## src/rtl/stack_seq.sv

```systemverilog
// stack_seq: 8080 stack-command initiator for the data memory's stack port.
// Keeps a shadow SP, range-checks each access, drives one-cycle memory
// strobes and returns a fixed-latency response (3 cycles after acceptance).
//
// state | meaning
// IDLE  | ready for a command
// ISSUE | memory strobe (if legal) is high, SP/flags update at end
// WAIT  | memory read data valid, response captured at end
// RESP  | rsp_valid pulse
module stack_seq #(
  parameter logic [15:0] STACK_LIMIT = 16'hC000,
  parameter logic [15:0] RESET_SP    = 16'h0000
) (
  input  logic        clk,
  input  logic        reset,
  input  logic        cmd_valid,
  output logic        cmd_ready,
  input  logic [1:0]  cmd_op,
  input  logic [15:0] cmd_data,
  output logic        rsp_valid,
  output logic [15:0] rsp_data,
  output logic        rsp_err,
  output logic [15:0] sp,
  output logic        err_overflow,
  output logic        err_underflow,
  input  logic        err_clear,
  output logic        mem_push,
  output logic        mem_pop,
  output logic        mem_swap,
  output logic        mem_replace_SP,
  output logic [15:0] mem_input_data,
  input  logic [15:0] mem_out
);

  typedef enum logic [1:0] {S_IDLE, S_ISSUE, S_WAIT, S_RESP} state_t;

  localparam logic [1:0] OP_PUSH = 2'd0;
  localparam logic [1:0] OP_POP  = 2'd1;
  localparam logic [1:0] OP_XTHL = 2'd2;
  localparam logic [1:0] OP_SPHL = 2'd3;

  state_t      state_q, state_d;
  logic [1:0]  op_q, op_d;
  logic [15:0] data_q, data_d;
  logic        legal_q, legal_d;
  logic        push_q, push_d;
  logic        pop_q, pop_d;
  logic        swap_q, swap_d;
  logic        repl_q, repl_d;
  logic [15:0] in_data_q, in_data_d;
  logic [15:0] sp_q, sp_d;
  logic [15:0] rsp_data_q, rsp_data_d;
  logic        rsp_err_q, rsp_err_d;
  logic        ovf_q, ovf_d;
  logic        udf_q, udf_d;

  logic [16:0] top;
  logic        push_ok;
  logic        pop_ok;
  logic        cmd_legal;
  logic        accept;
  logic        set_ovf;
  logic        set_udf;

  // Range checks on the effective 17-bit top; sp==0 means the empty stack at 0x10000.
  always_comb begin
    top       = (sp_q == 16'h0000) ? 17'h10000 : {1'b0, sp_q};
    push_ok   = (top - 17'd2) >= {1'b0, STACK_LIMIT};
    pop_ok    = (top + 17'd2) <= 17'h10000;
    cmd_legal = 1'b1;
    case (cmd_op)
      OP_PUSH: cmd_legal = push_ok;
      OP_POP,
      OP_XTHL: cmd_legal = pop_ok;
      default: cmd_legal = 1'b1;
    endcase
  end

  // FSM state register.
  always_ff @(posedge clk) begin
    if (reset) state_q <= S_IDLE;
    else       state_q <= state_d;
  end

  // FSM next-state: one cycle per state after acceptance.
  always_comb begin
    state_d = state_q;
    case (state_q)
      S_IDLE:  if (cmd_valid) state_d = S_ISSUE;
      S_ISSUE: state_d = S_WAIT;
      S_WAIT:  state_d = S_RESP;
      S_RESP:  state_d = S_IDLE;
      default: state_d = S_IDLE;
    endcase
  end

  assign accept  = (state_q == S_IDLE) && cmd_valid;
  assign set_ovf = (state_q == S_ISSUE) && !legal_q && (op_q == OP_PUSH);
  assign set_udf = (state_q == S_ISSUE) && !legal_q &&
                   ((op_q == OP_POP) || (op_q == OP_XTHL));

  // Datapath next-state: latch command, strobes, SP update, response capture.
  always_comb begin
    op_d       = op_q;
    data_d     = data_q;
    legal_d    = legal_q;
    push_d     = 1'b0;
    pop_d      = 1'b0;
    swap_d     = 1'b0;
    repl_d     = 1'b0;
    in_data_d  = 16'h0000;
    sp_d       = sp_q;
    rsp_data_d = rsp_data_q;
    rsp_err_d  = rsp_err_q;

    if (accept) begin
      op_d      = cmd_op;
      data_d    = cmd_data;
      legal_d   = cmd_legal;
      push_d    = cmd_legal && (cmd_op == OP_PUSH);
      pop_d     = cmd_legal && (cmd_op == OP_POP);
      swap_d    = cmd_legal && (cmd_op == OP_XTHL);
      repl_d    = cmd_legal && (cmd_op == OP_SPHL);
      in_data_d = cmd_data;
    end

    if (state_q == S_ISSUE && legal_q) begin
      case (op_q)
        OP_PUSH: sp_d = sp_q - 16'd2;
        OP_POP:  sp_d = sp_q + 16'd2;
        OP_SPHL: sp_d = data_q;
        default: sp_d = sp_q;
      endcase
    end

    if (state_q == S_WAIT) begin
      rsp_err_d = !legal_q;
      if (!legal_q)
        rsp_data_d = 16'h0000;
      else if ((op_q == OP_POP) || (op_q == OP_XTHL))
        rsp_data_d = mem_out;
      else
        rsp_data_d = sp_q;
    end

    // A set in the same cycle as err_clear keeps the flag.
    ovf_d = set_ovf | (ovf_q & ~err_clear);
    udf_d = set_udf | (udf_q & ~err_clear);
  end

  // Datapath registers.
  always_ff @(posedge clk) begin
    if (reset) begin
      op_q       <= OP_PUSH;
      data_q     <= 16'h0000;
      legal_q    <= 1'b0;
      push_q     <= 1'b0;
      pop_q      <= 1'b0;
      swap_q     <= 1'b0;
      repl_q     <= 1'b0;
      in_data_q  <= 16'h0000;
      sp_q       <= RESET_SP;
      rsp_data_q <= 16'h0000;
      rsp_err_q  <= 1'b0;
      ovf_q      <= 1'b0;
      udf_q      <= 1'b0;
    end else begin
      op_q       <= op_d;
      data_q     <= data_d;
      legal_q    <= legal_d;
      push_q     <= push_d;
      pop_q      <= pop_d;
      swap_q     <= swap_d;
      repl_q     <= repl_d;
      in_data_q  <= in_data_d;
      sp_q       <= sp_d;
      rsp_data_q <= rsp_data_d;
      rsp_err_q  <= rsp_err_d;
      ovf_q      <= ovf_d;
      udf_q      <= udf_d;
    end
  end

  assign cmd_ready      = (state_q == S_IDLE);
  assign rsp_valid      = (state_q == S_RESP);
  assign rsp_data       = rsp_data_q;
  assign rsp_err        = rsp_err_q;
  assign sp             = sp_q;
  assign err_overflow   = ovf_q;
  assign err_underflow  = udf_q;
  assign mem_push       = push_q;
  assign mem_pop        = pop_q;
  assign mem_swap       = swap_q;
  assign mem_replace_SP = repl_q;
  assign mem_input_data = in_data_q;

endmodule

```

## config.mk

```make
export PLATFORM = sky130hd
export DESIGN_NAME = stack_seq
export DESIGN_NICKNAME = d
export VERILOG_FILES = /design/src/rtl/stack_seq.sv
export SDC_FILE = /design/constraint.sdc
export NUM_CORES = 1
export LEC_CHECK = 0
export BUFFER_PORTS_ARGS = -buffer_cell sky130_fd_sc_hd__clkbuf_2
export CORE_ASPECT_RATIO = 0.8
export CORE_MARGIN = 2
export CORE_UTILIZATION = 35
export DETAILED_ROUTE_END_ITERATION = 10
export PLACE_DENSITY = 0.56
export SYNTH_ARGS = -nofsm -noshare
export SYNTH_HDL_FRONTEND = slang
export SYNTH_SLANG_ARGS = --single-unit
```

## constraint.sdc

```tcl
create_clock -name clk -period 7.65 [get_ports clk]
set_input_delay 0.765 -clock clk [delete_from_list [all_inputs] [get_ports clk]]
set_output_delay 0.765 -clock clk [all_outputs]
set_load 0.005 [all_outputs]
```

==> implementation parameters <==
Parameter                              Value

Logic synthesis
  Number of enable-type register cells in the synthesized netlist    0
  Number of instances in the synthesized netlist    482
  FFs w/ async S/R, synth    0%
  Fraction of the yosys area taken by sequential cells    37.72%
  Summed instance area of the synthesized netlist    4034 sq um
  Synthesized area per cell    8.369 sq um
  Number of warnings printed during yosys synthesis    0
  Number of distinct standard cells referenced by the synthesized netlist    51
  Most used flip-flop cell after synthesis    sky130_fd_sc_hd__dfxtp_1
  Number of synthesized register bits    76
  Net count after synthesis    549

Die
  Effective utilization at floorplan    35.43%
  Die footprint    12410 sq um
  Die height    100.0 um
  DIE WIDTH    124.0 um
  Core outline area    11390 sq um
  Boundary Pins    95
  # rows    35

Global routing
  Global-route wire length before repair    17530 um
  Vias in the first global route    3372
  GRT Resource Usage Total    18.35%
  Aggregate global routing overflow    0
  Maximum number of pins on one net before global-route repair    60
  Initial antenna violation count    0

Finish
  Share of the core filled with cells in the final layout    42.71%
  Antenna cell count    0
  Post-synthesis to final-layout area growth    20.56%
  Most used cells in the layout excluding fill and tap cells    94 x sky130_fd_sc_hd__clkbuf_2, 76 x sky130_fd_sc_hd__dfxtp_1, 62 x sky130_fd_sc_hd__nand2_1
  Share of layout cells above drive strength 1    23.05%
  Leading cell type in the layout, fill and taps excluded    sky130_fd_sc_hd__clkbuf_2
  Nets    627

CTS
  Number of clock sinks    76
  Clk_lat worst skew    0.33 ns
  Buffer count from post-CTS setup fixing    0
  Buffer depth of the longest clock path    2
  Quantity of gates resized following cts    0
  Clk slew on worst S/H paths    0.06 ns
  # hold bufs at CTS    0
  Clock tree from TritonCTS    yes
  Root buffer cell    sky130_fd_sc_hd__clkbuf_16
  Clock buffer count from CTS    9
  CTS HTree Levels    3

Timing
  Period utilisation layout    42.45%
  Unrepaired setup endpoints after global routing    false
  Worst clock skew on the final layout    0.003453 ns
  Final slew viol count    0
  Slew HR    34.23%
  Shortest period the worst path allows    3.248 ns
  Number of hold violations in the final report    0
  Achievable Freq    0.3079 GHz
  Slew of the pin with the lowest slew margin    0.9829 ns
  Summed negative setup slack over all endpoints    0 ns
  Final count of negative-setup-slack endpoints    0

Power
  Switch share    37.43%
  Lkg Pwr    0.002170 uW
  Max rail drop VDD    0.1378 mV
  Fraction of power consumed by sequential logic    32.7%
  Cell-internal power    1009 uW
  Net load switching power    603.9 uW
  Clock power share    26.6%
  Power per unit of standard cell area    331.7 nW/um^2
  Part of the power in combinational logic    40.7%

Hold path
  Worst hold-check path type    reg2reg

Detailed routing
  WL per Instance    15.19 um
  First-pass detailed-route iteration total    4
  Final wirelength    10820 um
  DR vias    3556
  Number of violations reported at the end of detailed-routing iteration 0    127
  Number of nets with antenna violations after detailed routing    0
  Via-to-Cell Ratio    4.994
  Residual DRC    0

Worst setup path
  Crit path required time    7.85 ns
  Worst Path Arrival    3.45 ns
  Slowest-stage cell, CP    sky130_fd_sc_hd__dfxtp_1
  Kind of critical path    reg2reg
  CP top delay family    compound AO/OA/AOI/OAI gates
  Worst setup slack for register-to-register paths    4.40 ns
  Bufs and invs on worst path    2
  Critical path fanouts, max    14
  Sort of element at the end of the critical path    flip-flop
  Launching element type of the critical path    flip-flop
  Largest stage delay on the critical path    0.40 ns
  Cells along the critical path    inv_1, ha_1, inv_1, ha_1, a211oi_1, o21ai_0, a31oi_1, a2111oi_0, a311oi_1, mux2i_1, o21ai_0

Place
  Weighted congestion at the end of routability-driven global placement    0.8295
  Total of buffers placed on input and output ports    94
  Detailed placement HPWL    7731 um

Status
  Run status    complete, no violations

Flow run
  Max-capacitance violation count    0
-- cells by family (layout without fill, tap and decap cells) --
logic type / count (synthesis) / in the layout / synth area share, %
compound gates: 109 / 109 / 17.00
mux: 20 / 20 / 5.366
xor+xnor: 13 / 13 / 2.823
flops: 76 / 76 / 37.72
simple gates: 194 / 194 / 23.48
buf+inv: 41 / 123 / 4.435
fa+ha+maj: 29 / 29 / 9.181
-- metal layers --
layer  share of wire, %  GRT usage [%]  up-vias
li1                   -              -     1827
met1                 51          26.61     1612
met2                 42          26.25       97
met3                5.7          4.318       20
met4                1.8          7.001        0
met5                  0              0        -
-- path summary, 6_finish.rpt --
kind              start         end  depth (start not counted)
min reg2reg  data_q[14]  data_q[14]                          2
max reg2reg     op_q[1]      sp[15]                         11
max             op_q[1]      sp[15]                         11
min          data_q[14]  data_q[14]                          2
-- power groups by stage --
stage | combinational, uW | clock, uW | sequential, uW
global route | 754 | 454 | 539
finish | 657 | 429 | 527
detailed placement | 657 | 0 | 536
global placement | 648 | 0 | 533
CTS | 660 | 441 | 528
floorplan | 525 | 0 | 505
-- stage by stage --
step                hold WS (ns)  instance area, sq um  power (uW)  setup WS, ns  cells
global route              0.4824                  4863        1746         4.060    712
floorplan                 0.4319                  4034        1030         4.967    482
global placement          0.4433                  4567        1181         4.547    697
finish                    0.4527                  4863        1613         4.402    712
CTS                       0.4563                  4863        1629         4.448    712
detailed placement        0.4480                  4567        1194         4.481    697
-- registers in the layout, indices dropped and copies added, names as in the netlist --
name,flops
data_q,16
mem_input_data,16
rsp_data,16
sp,16
op_q,2
state_q,2
err_overflow,1
err_underflow,1
legal_q,1
mem_pop,1
mem_push,1
mem_replace_SP,1
mem_swap,1
rsp_err,1
-- worst register-to-register path, stage by stage (launching register included) --
cell	delay, ns
sky130_fd_sc_hd__dfxtp_1	0.40
sky130_fd_sc_hd__inv_1	0.09
sky130_fd_sc_hd__ha_1	0.24
sky130_fd_sc_hd__inv_1	0.40
sky130_fd_sc_hd__ha_1	0.39
sky130_fd_sc_hd__a211oi_1	0.31
sky130_fd_sc_hd__o21ai_0	0.18
sky130_fd_sc_hd__a31oi_1	0.34
sky130_fd_sc_hd__a2111oi_0	0.17
sky130_fd_sc_hd__a311oi_1	0.30
sky130_fd_sc_hd__mux2i_1	0.21
sky130_fd_sc_hd__o21ai_0	0.08
-- Yosys cell counts, types with 3 or more instances --
cell / count / share of area [%]
sky130_fd_sc_hd__a311oi_1: 7 / 1.5
sky130_fd_sc_hd__a211oi_1: 11 / 2.0
sky130_fd_sc_hd__nor3_1: 9 / 1.1
sky130_fd_sc_hd__o211ai_1: 3 / 0.56
sky130_fd_sc_hd__mux2_2: 13 / 3.6
sky130_fd_sc_hd__a31oi_1: 5 / 0.78
sky130_fd_sc_hd__xnor2_1: 11 / 2.4
sky130_fd_sc_hd__ha_1: 28 / 8.7
sky130_fd_sc_hd__o21ai_0: 15 / 1.9
sky130_fd_sc_hd__and3b_1: 5 / 1.1
sky130_fd_sc_hd__clkbuf_1: 22 / 2.0
sky130_fd_sc_hd__o21a_1: 3 / 0.56
sky130_fd_sc_hd__a21oi_1: 47 / 5.8
sky130_fd_sc_hd__and2_1: 20 / 3.1
sky130_fd_sc_hd__nand3_1: 8 / 0.99
sky130_fd_sc_hd__buf_6: 3 / 0.84
sky130_fd_sc_hd__a21o_1: 5 / 0.93
sky130_fd_sc_hd__inv_1: 12 / 1.1
sky130_fd_sc_hd__nor2_1: 52 / 4.8
sky130_fd_sc_hd__nand2_1: 62 / 5.8
sky130_fd_sc_hd__mux2i_1: 7 / 1.7
sky130_fd_sc_hd__and3_1: 3 / 0.47
sky130_fd_sc_hd__nor2b_1: 21 / 3.3
sky130_fd_sc_hd__dfxtp_1: 76 / 38
-- area by class of cell --
cell class / instances / area [sq um]
timing repair buffer: 95 / 478.0
sequential: 76 / 1521
inverter: 13 / 48.80
tap: 148 / 185.2
fill: 1182 / 6523
clock inverter: 6 / 71.32
clock buffer: 9 / 225.2
multi-input combinational: 365 / 2333
Note: power is estimated with default switching activity, not from simulation.
